## src/rtl/rdback_serializer_pkg.sv

```systemverilog
// Shared encodings and sizing helpers for the read-back serializer.
package rdback_serializer_pkg;

  typedef enum logic [1:0] {
    SER_IDLE = 2'd0,
    SER_LOAD = 2'd1,
    SER_SEND = 2'd2
  } ser_state_t;

  // Number of host words carried by one FIFO entry.
  function automatic int ser_num_words(input int entry_width, input int out_width);
    return entry_width / out_width;
  endfunction

  function automatic int ser_idx_width(input int num_words);
    return (num_words > 1) ? $clog2(num_words) : 1;
  endfunction

endpackage

```

## src/rtl/rdback_serializer_if.sv

```systemverilog
// Host transmit channel: one word per cycle under a valid/ready handshake.
interface rdback_serializer_if #(
  parameter int OUT_WIDTH = 32
) ();

  // A word moves when tx_valid & tx_ready at a clock edge. Once tx_valid rises
  // it stays high, with tx_data/tx_last frozen, until that transfer happens;
  // tx_valid never depends combinationally on tx_ready.
  logic [OUT_WIDTH-1:0] tx_data;
  logic                 tx_valid;
  logic                 tx_ready;
  logic                 tx_last;

  modport master (
    output tx_data,
    output tx_valid,
    output tx_last,
    input  tx_ready
  );

  modport slave (
    input  tx_data,
    input  tx_valid,
    input  tx_last,
    output tx_ready
  );

endinterface

```

## src/rtl/rdback_serializer_shift_out_reg.sv

```systemverilog
// Parallel-load register that presents one OUT_WIDTH word at a time, LSW first,
// and flags when the final word of the entry is on the output.
module rdback_serializer_shift_out_reg
  import rdback_serializer_pkg::*;
#(
  parameter int IN_WIDTH  = 256,
  parameter int OUT_WIDTH = 32
) (
  input  logic                 clk,
  input  logic                 rst,
  input  logic                 load,
  input  logic [IN_WIDTH-1:0]  load_data,
  input  logic                 shift,
  output logic [OUT_WIDTH-1:0] word,
  output logic                 last
);

  localparam int NUM_WORDS = ser_num_words(IN_WIDTH, OUT_WIDTH);
  localparam int IDX_W     = ser_idx_width(NUM_WORDS);
  localparam logic [IDX_W-1:0] LAST_IDX = IDX_W'(NUM_WORDS - 1);
  localparam logic [IDX_W-1:0] IDX_ONE  = IDX_W'(1);

  logic [IN_WIDTH-1:0] shreg;
  logic [IDX_W-1:0]    idx;

  // Load wins over shift so a back-to-back entry never inherits a stale index.
  always_ff @(posedge clk) begin
    if (rst) begin
      shreg <= '0;
      idx   <= '0;
    end else if (load) begin
      shreg <= load_data;
      idx   <= '0;
    end else if (shift) begin
      shreg <= shreg >> OUT_WIDTH;
      idx   <= idx + IDX_ONE;
    end
  end

  assign word = shreg[OUT_WIDTH-1:0];
  assign last = (idx == LAST_IDX);

endmodule

```

## src/rtl/rdback_serializer.sv

```systemverilog
// Drains the softMC read-back FIFO and streams each 4*DQ_WIDTH entry to the
// host as OUT_WIDTH words, LSW first, with tx_last on the final word.
module rdback_serializer
  import rdback_serializer_pkg::*;
#(
  parameter int TCQ       = 100,
  parameter int DQ_WIDTH  = 64,
  parameter int OUT_WIDTH = 32,
  parameter int CNT_WIDTH = 32
) (
  input  logic                    clk,
  input  logic                    rst,
  input  logic                    rdback_fifo_empty,
  output logic                    rdback_fifo_rden,
  input  logic [4*DQ_WIDTH-1:0]   rdback_data,
  rdback_serializer_if.master     tx,
  output logic                    busy,
  output logic [CNT_WIDTH-1:0]    beat_cnt,
  output ser_state_t              dbg_state
);

  localparam int ENTRY_WIDTH = 4 * DQ_WIDTH;
  localparam logic [CNT_WIDTH-1:0] CNT_ONE = CNT_WIDTH'(1);

  if ((ENTRY_WIDTH % OUT_WIDTH) != 0) begin : g_bad_out_width
    $error("rdback_serializer: 4*DQ_WIDTH must be a multiple of OUT_WIDTH");
  end

  if (TCQ < 0) begin : g_bad_tcq
    $error("rdback_serializer: TCQ must not be negative");
  end

  ser_state_t state;
  ser_state_t state_nxt;

  logic                 load;
  logic                 shift;
  logic                 final_accept;
  logic                 rden;
  logic                 word_last;
  logic [OUT_WIDTH-1:0] word;

  rdback_serializer_shift_out_reg #(
    .IN_WIDTH  (ENTRY_WIDTH),
    .OUT_WIDTH (OUT_WIDTH)
  ) u_shift (
    .clk       (clk),
    .rst       (rst),
    .load      (load),
    .load_data (rdback_data),
    .shift     (shift),
    .word      (word),
    .last      (word_last)
  );

  always_ff @(posedge clk) begin
    if (rst) begin
      state <= SER_IDLE;
    end else begin
      state <= state_nxt;
    end
  end

  // The FIFO is non-FWFT: a pop in cycle t presents dout during LOAD at t+1.
  // After the final word is accepted a pending entry is popped in the same
  // cycle, so steady-state throughput is one entry per NUM_WORDS+1 cycles.
  always_comb begin
    state_nxt    = state;
    rden         = 1'b0;
    load         = 1'b0;
    shift        = 1'b0;
    final_accept = 1'b0;
    case (state)
      SER_IDLE: begin
        if (!rdback_fifo_empty) begin
          rden      = 1'b1;
          state_nxt = SER_LOAD;
        end
      end
      SER_LOAD: begin
        load      = 1'b1;
        state_nxt = SER_SEND;
      end
      SER_SEND: begin
        if (tx.tx_ready) begin
          if (word_last) begin
            final_accept = 1'b1;
            if (!rdback_fifo_empty) begin
              rden      = 1'b1;
              state_nxt = SER_LOAD;
            end else begin
              state_nxt = SER_IDLE;
            end
          end else begin
            shift = 1'b1;
          end
        end
      end
      default: begin
        state_nxt = SER_IDLE;
      end
    endcase
    // A pop taken during reset would lose an entry the restarted FSM never sees.
    if (rst) begin
      rden = 1'b0;
    end
  end

  always_ff @(posedge clk) begin
    if (rst) begin
      beat_cnt <= '0;
    end else if (final_accept) begin
      beat_cnt <= beat_cnt + CNT_ONE;
    end
  end

  assign rdback_fifo_rden = rden;

  // Data and last are forced to zero outside SEND so idle outputs are clean.
  assign tx.tx_valid = (state == SER_SEND);
  assign tx.tx_data  = (state == SER_SEND) ? word : '0;
  assign tx.tx_last  = (state == SER_SEND) && word_last;

  assign busy      = (state != SER_IDLE);
  assign dbg_state = state;

endmodule

```

## src/flat_wrapper.sv

```systemverilog
// flat-port wrapper written by rule: the top's interface ports become plain ports
module rdback_serializer_flat import rdback_serializer_pkg::*;
#(
  parameter int TCQ       = 100,
  parameter int DQ_WIDTH  = 64,
  parameter int OUT_WIDTH = 32,
  parameter int CNT_WIDTH = 32
)
  (clk, rst, rdback_fifo_empty, rdback_fifo_rden, rdback_data, busy, beat_cnt, dbg_state, tx_tx_data, tx_tx_valid, tx_tx_last, tx_tx_ready);
  rdback_serializer_if #(.OUT_WIDTH(OUT_WIDTH)) tx_i ();
  input  logic clk;
  input  logic rst;
  input  logic rdback_fifo_empty;
  output logic rdback_fifo_rden;
  input  logic [4*DQ_WIDTH-1:0] rdback_data;
  output logic busy;
  output logic [CNT_WIDTH-1:0] beat_cnt;
  output ser_state_t dbg_state;
  output wire logic [$bits(tx_i.tx_data)-1:0] tx_tx_data;
  output wire logic [$bits(tx_i.tx_valid)-1:0] tx_tx_valid;
  output wire logic [$bits(tx_i.tx_last)-1:0] tx_tx_last;
  input wire logic [$bits(tx_i.tx_ready)-1:0] tx_tx_ready;
  assign tx_tx_data = tx_i.tx_data;
  assign tx_tx_valid = tx_i.tx_valid;
  assign tx_tx_last = tx_i.tx_last;
  assign tx_i.tx_ready = tx_tx_ready;
  rdback_serializer #(.TCQ(TCQ), .DQ_WIDTH(DQ_WIDTH), .OUT_WIDTH(OUT_WIDTH), .CNT_WIDTH(CNT_WIDTH)) u_core (.clk(clk), .rst(rst), .rdback_fifo_empty(rdback_fifo_empty), .rdback_fifo_rden(rdback_fifo_rden), .rdback_data(rdback_data), .tx(tx_i), .busy(busy), .beat_cnt(beat_cnt), .dbg_state(dbg_state));
endmodule
```

## config.mk

```make
export PLATFORM = sky130hd
export DESIGN_NAME = rdback_serializer_flat
export DESIGN_NICKNAME = d
export VERILOG_FILES = /design/src/rtl/rdback_serializer_pkg.sv /design/src/rtl/rdback_serializer_if.sv /design/src/rtl/rdback_serializer_shift_out_reg.sv /design/src/rtl/rdback_serializer.sv /design/src/flat_wrapper.sv
export SDC_FILE = /design/constraint.sdc
export NUM_CORES = 1
export LEC_CHECK = 0
export CELL_PAD_IN_SITES_DETAIL_PLACEMENT = 2
export CELL_PAD_IN_SITES_GLOBAL_PLACEMENT = 2
export CORE_MARGIN = 4
export CORE_UTILIZATION = 28
export CTS_CLUSTER_SIZE = 40
export DETAILED_ROUTE_END_ITERATION = 8
export GPL_TIMING_DRIVEN = 0
export MAX_ROUTING_LAYER = met4
export PLACE_DENSITY_LB_ADDON = 0.1
export REMOVE_ABC_BUFFERS = 1
export SETUP_SLACK_MARGIN = 0.05
export SYNTH_ARGS = -nofsm -noshare
export SYNTH_HDL_FRONTEND = slang
export SYNTH_SLANG_ARGS = --single-unit
```

## constraint.sdc

```tcl
create_clock -name clk -period 2.3 [get_ports clk]
set_input_delay 0.46 -clock clk [delete_from_list [all_inputs] [get_ports clk]]
set_output_delay 0.46 -clock clk [all_outputs]
set_load 0.1 [all_outputs]
```

==> flow_summary_export.csv <==
group,metric,value,unit
layout,drive_gt1_share,12.4,%
detailed_routing,firstDrtPassIters,5,
cts,h-tree-depth,2,
layout,postLayoutCellArea,17700,sq um
synth,synth_edf_count,0,
worst_setup_path,cp.required,1.84,ns
synth,synth.avg_cell_area,8.49,sq um
worst_setup_path,cp_common_cell,"ha_4",
worst_setup_path,crit_type,"register to primary output",
placement,post_dp_cell_area,15800,sq um
sta,fmax,419,MHz
sta,drv_slew,0,
worst_setup_path,cpMaxStageDelayCell,"a2111oi_4",
layout,fillCellCount,4466,
cts,cts_tree,"yes",
layout,multi_input_area,5510,sq um
detailed_routing,top_layer,"met4",
worst_setup_path,crit_arrival,1.93,ns
worst_setup_path,cp.depth,5,
detailed_routing,ant_nets,0,
synth,ys_seq_area_share,49.7,%
min_path,hp-class,"primary input to register",
worst_setup_path,critPathLaunchType,"register",
sta,min_period_over_period,104,%
sta,tightest_slew,0.954,ns
cts,cts_hold_buf,0,
worst_setup_path,cp_cell_sequence,"ha_4 -> ha_4 -> nand2_4 -> a2111oi_4 -> buf_6",
synth,ys_ff_latch,293,
placement,finalWeightedCongestion,0.755,
worst_setup_path,path_delay_family,"compound AO/OA/AOI/OAI gates",
cts,cts_max_path_buffers,3,
pwr,powerDensity,717,nW/um^2
worst_setup_path,ff2ff_path_depth,7,
worst_setup_path,slowest_delay,0.38,ns
worst_setup_path,startpoint,"u_core.u_shift.idx[1]",
worst_setup_path,setup.worst_path.end,"rdback_fifo_rden",
layout,area_growth_syn_to_layout,49.7,%
grt,grt_max_degree,137,
sta,hold_violations,0,
die,core,41200,sq um
cts,clk_transition_reported_paths,0.05,ns
placement,port_buffers,329,
run,drv_cap,0,
worst_setup_path,cp_num_buf_inv,1,
pwr,p_leak,5.97,nW
die,die_y,213,um
cts,cts_root_buffer,"clkbuf_16",
synth,yosys_warnings,0,
grt,antenna_found_initial,19,
placement,dp_slack,-1.04,ns
layout,fin_nets,1941,
worst_setup_path,timing.rr.start,"u_core.u_shift.idx[1]",
worst_setup_path,crit_path_end_kind,"primary output",
synth,async_flop_share,0,%
pwr,ir_worst_vdd,0.503,mV
layout,final_cell_mix,"dfxtp_1, a21oi_1, nand2_1",
detailed_routing,routed_wl,47.4,mm
detailed_routing,wl_met1,19.2,mm
sta,fin_skew,0.0193,ns
synth,synthDistinctLibCells,39,
grt,first_global_vias,12504,
grt,track_usage,20.5,%
layout,mostFrequentLayoutCell,"dfxtp_1",
detailed_routing,post_drt_wl_per_cell,21.0,um
sta,fin_ws,-0.0878,ns
synth,synthCells,1389,
sta,grt_setup_unrepaired,"yes",
detailed_routing,avgViaCountPerCell,5.19,
run_status,violations,"negative setup slack",
detailed_routing,routed-wl-met2,23.1,mm
sta,setup_viol,5,
cts,clk_latency,0.54,ns
worst_setup_path,worst_r2r_endpoint,"u_core.beat_cnt[31]",
worst_setup_path,critPathMaxFanout,5,
detailed_routing,vias,11695,
cts,clkSinkCount,293,
grt,globalRouteOverflowTotal,0,
synth,netlist_area,11800,sq um
worst_setup_path,r2r_setup_slack,-0.04,ns
die,die_w,213,um
placement,hpwl,30.4,mm
layout,regArea,5880,sq um
die,row_count,74,
detailed_routing,drc,0,
sta,period_minus_slack,2.39,ns
grt,grt_pass1_wl,71.7,mm
die,initial_utilization,28.6,%
die,die-area,45500,sq um
sta,timing.slew.headroom,36.7,%
synth,ys.flop_type,"dfxtp_1",
die,ios,330,
cts,cts_buffers,37,
detailed_routing,first_iter_violations,607,
run_status,status,"finished with violations",
detailed_routing,wl_met3,3.85,mm
[layout make-up]
cell class / count / area share, %
Sequential cell: 293 / 33.3
Multi-Input combinational cell: 963 / 31.2
Timing Repair Buffer: 377 / 24.9
Clock buffer: 61 / 6.39
Tap cell: 532 / 3.77
Antenna cell: 20 / 0.283
Inverter: 6 / 0.128
Clock inverter: 3 / 0.106
[timing repair]
action | in CTS | in global routing
endpoints found under the setup margin | 340 | 69
cloned | 4 | 0
resized for setup | 409 | 40
pin swaps | 4 | 18
setup buffers | 15 | 7
[registers in the layout, summed over array words and instances, names as in the netlist]
| register | cells |
|---|---|
| u_core.u_shift.shreg | 256 |
| u_core.beat_cnt | 32 |
| u_core.u_shift.idx | 3 |
| u_core.dbg_state | 2 |
[metal layers]
layer | GRT usage, % | vias up
met3 | 7.80 | 69
met5 | - | -
met2 | 33.7 | 250
met4 | 5.96 | 0
met1 | 23.4 | 5756
li1 | - | 5620
[power by group]
group | total [W] | leakage [nW] | internal (W) | switching (W)
clock network | 0.00560 | 0.561 | 0.00333 | 0.00226
registers | 0.00544 | 2.38 | 0.00532 | 0.000124
logic | 0.00163 | 3.02 | 0.000798 | 0.000832
[worst reg2reg max path, cell delays in order (launching register included)]
cell     delay, ns
dfxtp_2       0.35
ha_4          0.14
ha_4          0.17
buf_4         0.12
and4b_1       0.44
nand4_4       0.30
nor4_1        0.35
mux2_1        0.35
[cell usage after synthesis, drive strengths merged (4+ instances only)]
cell type  instances  area, sq um
dfxtp            293         5870
a21oi            279         1400
nand2            265          995
a22oi            224         1680
clkbuf            86          323
buf               43          235
nand3             39          195
and2              38          238
nand4             18          149
or4               15          113
o31ai             14          105
nor2              12         47.6
o21ai              8         40.0
or3                8         50.1
inv                6         22.5
and4               4         35.0
nor2b              4         25.0
nor3               4         20.0
xnor2              4         35.0
xor2               4         35.0
[kinds of logic (layout without fill, tap and decap cells)]
group / after synthesis / after routing / synth area share, %
XOR/XNOR: 8 / 8 / 0.594
flip-flops: 293 / 293 / 49.7
AO/OA/AOI/OAI: 527 / 527 / 27.5
AND/OR/NAND/NOR: 418 / 420 / 16.5
adder cells (fa/ha/maj): 3 / 3 / 0.318
buffers and inverters: 135 / 447 / 4.92
other: 0 / 20 / 0
multiplexers: 5 / 5 / 0.446
[how the worst min path moves through the flow]
stage | startpoint | endpoint | slack (ns) | depth (start not counted)
after detailed placement | u_core.u_shift.shreg[29] | u_core.u_shift.shreg[29] | 0.45 | 2
after floorplan | u_core.u_shift.shreg[0] | u_core.u_shift.shreg[0] | 0.43 | 2
after global placement | u_core.u_shift.shreg[24] | u_core.u_shift.shreg[24] | 0.44 | 2
final | rst | u_core.u_shift.shreg[198] | 0.26 | 2
after global routing | rst | u_core.u_shift.shreg[166] | 0.24 | 2
after CTS | rst | u_core.u_shift.shreg[166] | 0.22 | 2
[per-stage QoR]
| stage | total power, W | cells | setup TNS, ns | utilization (%) | hold WS, ns |
|---|---|---|---|---|---|
| 2_1_floorplan | 0.00621 | 1260 | -4365.46 | - | 0.426 |
| 3_3_place_gp | 0.00716 | 2121 | - | 36.9 | 0.438 |
| 3_5_place_dp | 0.00710 | 2146 | -195.95 | 38.4 | 0.448 |
| 4_1_cts | 0.0129 | 2229 | -0.515 | 42.4 | 0.224 |
| 5_1_grt | 0.0133 | 2254 | -1.22 | 42.9 | 0.244 |
| 6_report | 0.0127 | 2255 | -0.153 | 42.9 | 0.261 |
Note: power is estimated with default switching activity, not from simulation.
